File: src/rtl/clapton_sweep_ctrl_pkg.sv
// Shared types, sizing constants and the reference datapath function for the
// clapton sweep controller.
package clapton_sweep_ctrl_pkg;

    localparam int NSEL        = 16;
    localparam int LAT_DEFAULT = 2;

    typedef enum logic [1:0] {
        ST_IDLE  = 2'd0,
        ST_SWEEP = 2'd1,
        ST_DRAIN = 2'd2,
        ST_DONE  = 2'd3
    } state_e;

    // Y of the A/B/C-select datapath for one B code, used to predict a sweep.
    function automatic logic ref_y(input logic [3:0] a, input logic [3:0] b, input logic [3:0] c);
        logic y;
        case (b[1:0])
            2'b00:   y = 1'b1;
            2'b01:   y = 1'b0;
            2'b10:   y = c[b[3:2]];
            default: y = a[3];
        endcase
        return y;
    endfunction

endpackage

File: src/rtl/clapton_sweep_ctrl_lat_pipe.sv
// LAT-deep shift register of issue tokens; its tail strobes the capture of
// the datapath output that matches an issued B code.
module clapton_lat_pipe
    import clapton_sweep_ctrl_pkg::*;
#(
    parameter int LAT = LAT_DEFAULT
) (
    input  logic clk,
    input  logic reset,
    input  logic flush,
    input  logic issue,
    output logic strobe
);

    logic [LAT-1:0] pipe_q;
    logic [LAT-1:0] pipe_d;

    // Next token vector: shift in the issue flag, or empty on flush.
    always_comb begin
        pipe_d = {LAT{1'b0}};
        if (flush) begin
            pipe_d = {LAT{1'b0}};
        end else begin
            pipe_d[0] = issue;
            for (int k = 1; k < LAT; k++) begin
                pipe_d[k] = pipe_q[k-1];
            end
        end
    end

    // Token register.
    always_ff @(posedge clk or negedge reset) begin
        if (!reset) begin
            pipe_q <= {LAT{1'b0}};
        end else begin
            pipe_q <= pipe_d;
        end
    end

    assign strobe = pipe_q[LAT-1];

endmodule

File: src/rtl/clapton_sweep_ctrl.sv
// Sweep sequencer: accepts {A, C}, walks B through all 16 codes on the
// datapath, gathers the latency-aligned Y bits and returns them as one word.
module clapton_sweep_ctrl
    import clapton_sweep_ctrl_pkg::*;
#(
    parameter int LAT = LAT_DEFAULT
) (
    input  logic            clk,
    input  logic            reset,
    input  logic            cmd_valid,
    output logic            cmd_ready,
    input  logic [3:0]      cmd_a,
    input  logic [3:0]      cmd_c,
    input  logic            abort,
    output logic [3:0]      dp_a,
    output logic [3:0]      dp_b,
    output logic [3:0]      dp_c,
    input  logic            dp_y,
    output logic            res_valid,
    input  logic            res_ready,
    output logic [NSEL-1:0] res_word,
    output logic            busy
);

    state_e          state_q, state_d;
    logic [3:0]      dp_a_q, dp_a_d;
    logic [3:0]      dp_b_q, dp_b_d;
    logic [3:0]      dp_c_q, dp_c_d;
    logic [3:0]      cap_q, cap_d;
    logic [NSEL-1:0] res_word_q, res_word_d;
    logic            cmd_ready_q, cmd_ready_d;
    logic            res_valid_q, res_valid_d;
    logic            busy_q, busy_d;
    logic            issue_s;
    logic            flush_s;
    logic            cap_stb_s;

    // dp_b doubles as the issue counter: a token enters the pipe every SWEEP cycle.
    assign issue_s = (state_q == ST_SWEEP);

    clapton_lat_pipe #(
        .LAT(LAT)
    ) u_lat_pipe (
        .clk   (clk),
        .reset (reset),
        .flush (flush_s),
        .issue (issue_s),
        .strobe(cap_stb_s)
    );

    // Next-state, issue, capture and abort decisions.
    always_comb begin
        state_d    = state_q;
        dp_a_d     = dp_a_q;
        dp_b_d     = dp_b_q;
        dp_c_d     = dp_c_q;
        cap_d      = cap_q;
        res_word_d = res_word_q;
        flush_s    = 1'b0;
        case (state_q)
            ST_IDLE: begin
                if (cmd_valid && cmd_ready_q) begin
                    dp_a_d     = cmd_a;
                    dp_c_d     = cmd_c;
                    dp_b_d     = 4'd0;
                    cap_d      = 4'd0;
                    res_word_d = {NSEL{1'b0}};
                    state_d    = ST_SWEEP;
                end else begin
                    state_d = ST_IDLE;
                end
            end
            ST_SWEEP, ST_DRAIN: begin
                if (abort) begin
                    // Abort outranks any capture on this edge, including bit 15.
                    state_d    = ST_IDLE;
                    dp_b_d     = 4'd0;
                    cap_d      = 4'd0;
                    res_word_d = {NSEL{1'b0}};
                    flush_s    = 1'b1;
                end else begin
                    if (cap_stb_s) begin
                        res_word_d[cap_q] = dp_y;
                        cap_d             = cap_q + 4'd1;
                    end else begin
                        cap_d = cap_q;
                    end
                    if (state_q == ST_SWEEP) begin
                        if (dp_b_q == 4'd15) begin
                            state_d = ST_DRAIN;
                        end else begin
                            dp_b_d = dp_b_q + 4'd1;
                        end
                    end else begin
                        if (cap_stb_s && (cap_q == 4'd15)) begin
                            state_d = ST_DONE;
                        end else begin
                            state_d = ST_DRAIN;
                        end
                    end
                end
            end
            ST_DONE: begin
                if (res_ready) begin
                    state_d = ST_IDLE;
                end else begin
                    state_d = ST_DONE;
                end
            end
            default: begin
                state_d = ST_IDLE;
            end
        endcase
        cmd_ready_d = (state_d == ST_IDLE);
        res_valid_d = (state_d == ST_DONE);
        busy_d      = (state_d == ST_SWEEP) || (state_d == ST_DRAIN);
    end

    // State and registered outputs.
    always_ff @(posedge clk or negedge reset) begin
        if (!reset) begin
            state_q     <= ST_IDLE;
            dp_a_q      <= 4'd0;
            dp_b_q      <= 4'd0;
            dp_c_q      <= 4'd0;
            cap_q       <= 4'd0;
            res_word_q  <= {NSEL{1'b0}};
            cmd_ready_q <= 1'b0;
            res_valid_q <= 1'b0;
            busy_q      <= 1'b0;
        end else begin
            state_q     <= state_d;
            dp_a_q      <= dp_a_d;
            dp_b_q      <= dp_b_d;
            dp_c_q      <= dp_c_d;
            cap_q       <= cap_d;
            res_word_q  <= res_word_d;
            cmd_ready_q <= cmd_ready_d;
            res_valid_q <= res_valid_d;
            busy_q      <= busy_d;
        end
    end

    assign cmd_ready = cmd_ready_q;
    assign dp_a      = dp_a_q;
    assign dp_b      = dp_b_q;
    assign dp_c      = dp_c_q;
    assign res_valid = res_valid_q;
    assign res_word  = res_word_q;
    assign busy      = busy_q;

endmodule

File: config.mk
export PLATFORM = sky130hd
export DESIGN_NAME = clapton_sweep_ctrl
export DESIGN_NICKNAME = d
export VERILOG_FILES = /design/src/rtl/clapton_sweep_ctrl_pkg.sv /design/src/rtl/clapton_sweep_ctrl_lat_pipe.sv /design/src/rtl/clapton_sweep_ctrl.sv
export SDC_FILE = /design/constraint.sdc
export NUM_CORES = 1
export LEC_CHECK = 0
export CAP_MARGIN = 30
export CORE_UTILIZATION = 54
export CTS_BUF_LIST = sky130_fd_sc_hd__clkbuf_8
export CTS_CLUSTER_DIAMETER = 80
export DETAILED_ROUTE_END_ITERATION = 10
export PLACE_DENSITY = 0.94
export SETUP_SLACK_MARGIN = 0.5
export SYNTH_ARGS = -nofsm -noshare
export SYNTH_HDL_FRONTEND = slang
export SYNTH_SLANG_ARGS = --single-unit
File: constraint.sdc
create_clock -name clk -period 4.1 [get_ports clk]
set_input_delay 0.615 -clock clk [delete_from_list [all_inputs] [get_ports clk]]
set_output_delay 0.615 -clock clk [all_outputs]
set_load 0.1 [all_outputs]
==> flow_metrics.tcl, run 1 <==
set metrics [dict create \
    ys_ff_latch 39 \
    tightest_slew_ps 978.5 \
    synth_top_area_share_pct 50.52 \
    end_kind "output pin" \
    cts_buffers 5 \
    start_util_pct 57.00 \
    drive_above_1_share_pct 9.649 \
    synthCells 183 \
    port_buffers 44 \
    min_period_ps 2495 \
    hp-class "in -> async" \
    cts.clk_slew.worst_paths_ps 70 \
    clock_skew_ps 7.618 \
    root_buffer "clkbuf_8" \
    core_area_um2 3390 \
    dr.pass1.iters 4 \
    grt_pass1_wl_um 6168 \
    vias 1563 \
    worstSkewPairLatency_ps 290 \
    nNetsFinal 252 \
    first_global_vias 1414 \
    viasPerCell 5.704 \
    cts_tree "yes" \
    critPathKind "reg -> out" \
    pwr-share-comb_pct 54.0 \
    setup-tns-final_ps 0 \
    worst-path-stages 1 \
    cp_cell_sequence "clkdlybuf4s50_1" \
    place_congestion 0.8388 \
    die_w_um 61.81 \
    synth_area_um2 1932 \
    fmax_mhz 400.9 \
    swShare_pct 49.61 \
    rsz0062_at_grt "false" \
    antenna_found_initial 0 \
    hpwl_um 2938 \
    ctsResizeCount 0 \
    yosys_warnings 0 \
    drc 0 \
    cp_num_buf_inv 1 \
    fin_crit_sh_pct 60.85 \
    die_area_um2 3820 \
    synth_fp_nets 208 \
    cp_top_family "buffers and inverters" \
    start_kind "register" \
    cp_max_fo 5 \
    pwr-share-seq_pct 28.4 \
    crit_required_ps 3480 \
    overflow 0 \
    cap_viol_max_count 0 \
    postCtsSetupRepairBufs 0 \
    rows 21 \
    grt_max_degree 40 \
    routedWlPerCell_um 14.42 \
    maxSlewHeadroom_pct 34.56 \
    slowest_stage "clkdlybuf4s50_1" \
    cts.path.max_buffers 2 \
    fp.dieH_um 61.81 \
    grt_use_total_pct 22.67 \
    r2r_cells 6 \
    finalHoldViolCount 0 \
    io_pins 45 \
    yosys-top-cells-area "dfrtp_1, ha_1, o21ai_1" \
    p_per_area_nw_per_um2 742.8 \
    slowest_delay_ps 1160 \
    fin_util_pct 73.42 \
    synth_top_area_cell "dfrtp_1" \
    drtAntennaViolNets 0 \
    cp.arrival_ps 1880 \
    htreeDepth 2 \
    drt_iter0_drc 56 \
    seq_area_frac_synth_pct 50.52 \
    peakVddDrop_uv 577.4 \
    area_delta_synth_final_pct 28.82 \
    wirelength_um 3952 \
    p_leak_uw 0.001085 \
    p_int_uw 931.4 \
    synth_cell_type_count 37 \
    p_switching_uw 917.0 \
    diodes 0 \
    drv_slew 0 \
    hold_slack_ps 426.4 \
    avgSynthCellArea_um2 10.56 \
    outcome "completed" \
    setup_violations 0 \
    postCtsHoldBufs 0 \
    cts.sink_count 39 \
    clockPowerShare_pct 17.6 \
]
[cell type report]
type	instances	area, µm²
Clock buffer	6	82.58
Clock inverter	2	35.03
Fill cell	229	900.9
Inverter	5	18.77
Multi-Input combinational cell	132	883.3
Sequential cell	39	975.9
Tap cell	46	57.56
Timing Repair Buffer	44	435.4
[cells by family (layout without fill, tap and decap cells)]
logic type      count (synthesis)  in the layout  synth area share (%)
compound gates                 62             62                 18.72
simple gates                   47             47                 13.08
flops                          39             39                 50.52
mux                            12             12                 6.801
buf+inv                        12             57                 3.756
fa+ha+maj                      11             11                 7.124
[sequential cells by signal (all words and copies together), names as in the netlist]
signal	flops
res_valid	1
cmd_ready	1
u_lat_pipe.pipe_q	2
res_word	16
dp_a	4
dp_b	4
cap_q	4
dp_c	4
state_q	2
busy	1
[power by group through the flow]
| stage | logic (µW) | registers (µW) | clock network (µW) |
|---|---|---|---|
| 2_1_floorplan | 391 | 952 | 0 |
| 3_3_place_gp | 974 | 527 | 0 |
| 3_5_place_dp | 995 | 533 | 0 |
| 4_1_cts | 999 | 525 | 329 |
| 5_1_grt | 1060 | 537 | 343 |
| 6_report | 998 | 525 | 325 |
[path summary, 6_finish.rpt]
check / startpoint / end / slack [ps]
max in group asynchronous: reset / cmd_ready / 3150
worst max-delay path: dp_b[3] / dp_b[3] / 1610
worst max register to register: state_q[0] / busy / 1860
min in group clk: dp_c[2] / dp_c[2] / 510
worst min register to register: dp_c[2] / dp_c[2] / 510
worst min-delay path: reset / res_word[13] / 430
[layout by cell type, fill, tap and decap left out, types with 2 or more instances in the layout]
cell type        Yosys  routed
mux2_2               9       9
nor3_1               2       2
nor2_1               5       5
nand2b_1             2       2
o21ai_0             12      12
a22o_1               3       3
a31oi_1              2       2
nand4_1              2       2
clkdlybuf4s50_1      0      43
nand3_1              9       9
mux2i_1              3       3
nor3_2               2       2
o31ai_1              2       2
and2_1               2       2
o21ai_1             21      21
a21oi_1             15      15
ha_1                11      11
a21boi_0             2       2
nand2_1             12      12
nor2b_1              4       4
dfrtp_1             39      39
clkbuf_8             0       6
inv_1                5       5
[routing by layer]
metal,global-route usage [%],wire (µm),up-vias
met2,38.40,2053,47
met4,8.571,43,0
met5,0,0,-
met3,6.004,144,5
li1,-,-,759
met1,27.76,1710,752
[cell usage after synthesis, drive strengths merged]
| library cell | count |
|---|---|
| dfrtp | 39 |
| o21ai | 33 |
| a21oi | 15 |
| nand2 | 12 |
| ha | 11 |
| mux2 | 9 |
| nand3 | 9 |
| buf | 5 |
| inv | 5 |
| nor2 | 5 |
| nor2b | 4 |
| nor3 | 4 |
| a21boi | 3 |
| a22o | 3 |
| mux2i | 3 |
| a31oi | 2 |
| and2 | 2 |
| clkbuf | 2 |
| nand2b | 2 |
| nand4 | 2 |
| o31ai | 2 |
| a21o | 1 |
| and3 | 1 |
| nand3b | 1 |
| nand4b | 1 |
| nor3b | 1 |
| o31a | 1 |
| o32ai | 1 |
| o41ai | 1 |
| or2 | 1 |
| or3 | 1 |
| or3b | 1 |
[metrics by stage]
stage | power, µW | setup WS, ps | cells | cell area (µm²)
finish | 1848 | 1605 | 274 | 2489
global route | 1941 | 1554 | 274 | 2489
CTS | 1853 | 1599 | 274 | 2489
detailed placement | 1528 | 1584 | 266 | 2371
global placement | 1501 | 1627 | 266 | 2371
floorplan | 1343 | 1897 | 183 | 1932
Note: power is estimated with default switching activity, not from simulation.
==> inputs of run 2 (changes only) <==
- CORE_UTILIZATION: 54 -> 46
- PLACE_DENSITY: 0.94 -> 0.86
- clock period: 4.1 -> 2 ns (I/O delays scaled with it)
==> flow_metrics.tcl, run 2 (synthesis results as in run 1) <==
set metrics [dict create \
    place_congestion 0.8787 \
    slowest_stage "dfrtp_1" \
    vias 1656 \
    start_kind "register" \
    viasPerCell 5.576 \
    largest_reg_flops 16 \
    drt_iter0_drc 151 \
    cts.path.max_buffers 2 \
    die_w_um 66.81 \
    layout_common_cells "buf_4, dfrtp_1, o21ai_1" \
    htreeDepth 2 \
    dr.pass1.iters 4 \
    grt_pass1_wl_um 7024 \
    r2r-end "res_valid" \
    cap_viol_max_count 0 \
    outcome "completed" \
    min_period_ps 1671 \
    nFillCells 297 \
    place_area_um2 2402 \
    finalHoldViolCount 0 \
    port_buffers 44 \
    fin_area_um2 2721 \
    p_leak_uw 0.001232 \
    fmax_mhz 598.3 \
    hold_slack_ps 20.42 \
    cp_max_fo 6 \
    clock_skew_ps 5.697 \
    maxSlewHeadroom_pct 57.79 \
    start_util_pct 47.95 \
    routedWlPerCell_um 15.57 \
    worstSkewPairLatency_ps 290 \
    fp.dieH_um 66.81 \
    core_area_um2 4029 \
    root_buffer "clkbuf_8" \
    fin_ws_ps 328.6 \
    setup-tns-final_ps 0 \
    rows 23 \
    critPathKind "reg -> reg" \
    overflow 0 \
    cp.arrival_ps 1850 \
    end_kind "register" \
    first_global_vias 1606 \
    grt_use_total_pct 21.20 \
    hpwl_um 3072 \
    rsz0062_at_grt "true" \
    final_common_cell "buf_4" \
    cts_tree "yes" \
    cp_cell_sequence "inv_2, ha_4, nor2b_4, nand4_1, o31ai_2, o31a_1, ha_2" \
    area_delta_synth_final_pct 40.87 \
    drive_above_1_share_pct 45.34 \
    cts.clk_slew.worst_paths_ps 80 \
    cts_buffers 5 \
    p_per_area_nw_per_um2 1528 \
    r2r-start "state_q[1]" \
    hp-class "in -> async" \
    crit_required_ps 2180 \
    postCtsHoldBufs 0 \
    drtAntennaViolNets 0 \
    drv_slew 0 \
    antenna_found_initial 0 \
    diodes 0 \
    io_pins 45 \
    tightest_slew_ps 633.1 \
    reg2reg_slack_ps 330 \
    r2r_cells 7 \
    nNetsFinal 271 \
    die_area_um2 4463 \
    p_total_uw 4158 \
    grt_max_degree 29 \
    wirelength_um 4623 \
    slowest_delay_ps 410 \
    cts.sink_count 39 \
    peakVddDrop_uv 664.5 \
    drc 0 \
    pre_cts_ws_ps 66.95 \
    setup_violations 0 \
    fin_crit_sh_pct 83.57 \
]
run 2: cell type report:
class | count | area (µm²) | area share, %
Multi-Input combinational cell | 133 | 1061 | 38.99
Inverter | 5 | 18.77 | 0.6897
Tap cell | 50 | 62.56 | 2.299
Clock buffer | 5 | 68.82 | 2.529
Clock inverter | 3 | 15.01 | 0.5517
Sequential cell | 39 | 992.2 | 36.46
Timing Repair Buffer | 62 | 503.0 | 18.48
run 2: worst max-delay path by stage:
stage	depth (start not counted)	slack, ps	endpoint	from
floorplan	8	300	busy	state_q[1]
global placement	5	180	busy	abort
detailed placement	5	70	busy	abort
CTS	6	340	res_word[12]	state_q[1]
global route	7	240	res_valid	state_q[1]
finish	7	330	res_valid	state_q[1]
run 2: report_power, final:
group / internal (µW) / switching (µW)
logic: 844 / 1710
clock network: 239 / 275
registers: 965 / 122
total: 2050 / 2110
run 2: what timing repair did:
item                                   4_1_cts  5_1_grt
setup endpoints to repair                   35       36
gates cloned                                 1        0
pin swaps                                   15       13
resized for setup                           21       23
endpoints found under the hold margin        0        0
buffers inserted                             8        3
run 2: routing by layer:
layer	GRT usage [%]	routed length, µm	vias up
met5	0	0	-
met4	7.713	49	0
met3	4.281	229	7
met2	36.36	2433	50
met1	26.06	1910	811
li1	-	-	788
run 2: stage by stage:
stage               utilization (%)  instances
finish                        67.55        297
global route                  67.55        297
CTS                           64.91        294
detailed placement            59.63        277
global placement              59.63        277
floorplan                         -        183
run 2: worst max-delay path, delay by kind of cell (launching register included):
| family | cells | cell delay (ps) |
|---|---|---|
| AOI/OAI and AO/OA | 2 | 420 |
| adders and majority gates | 2 | 400 |
| buffers and inverters | 1 | 100 |
| DFF | 1 | 410 |
| and+or+nand+nor | 2 | 230 |
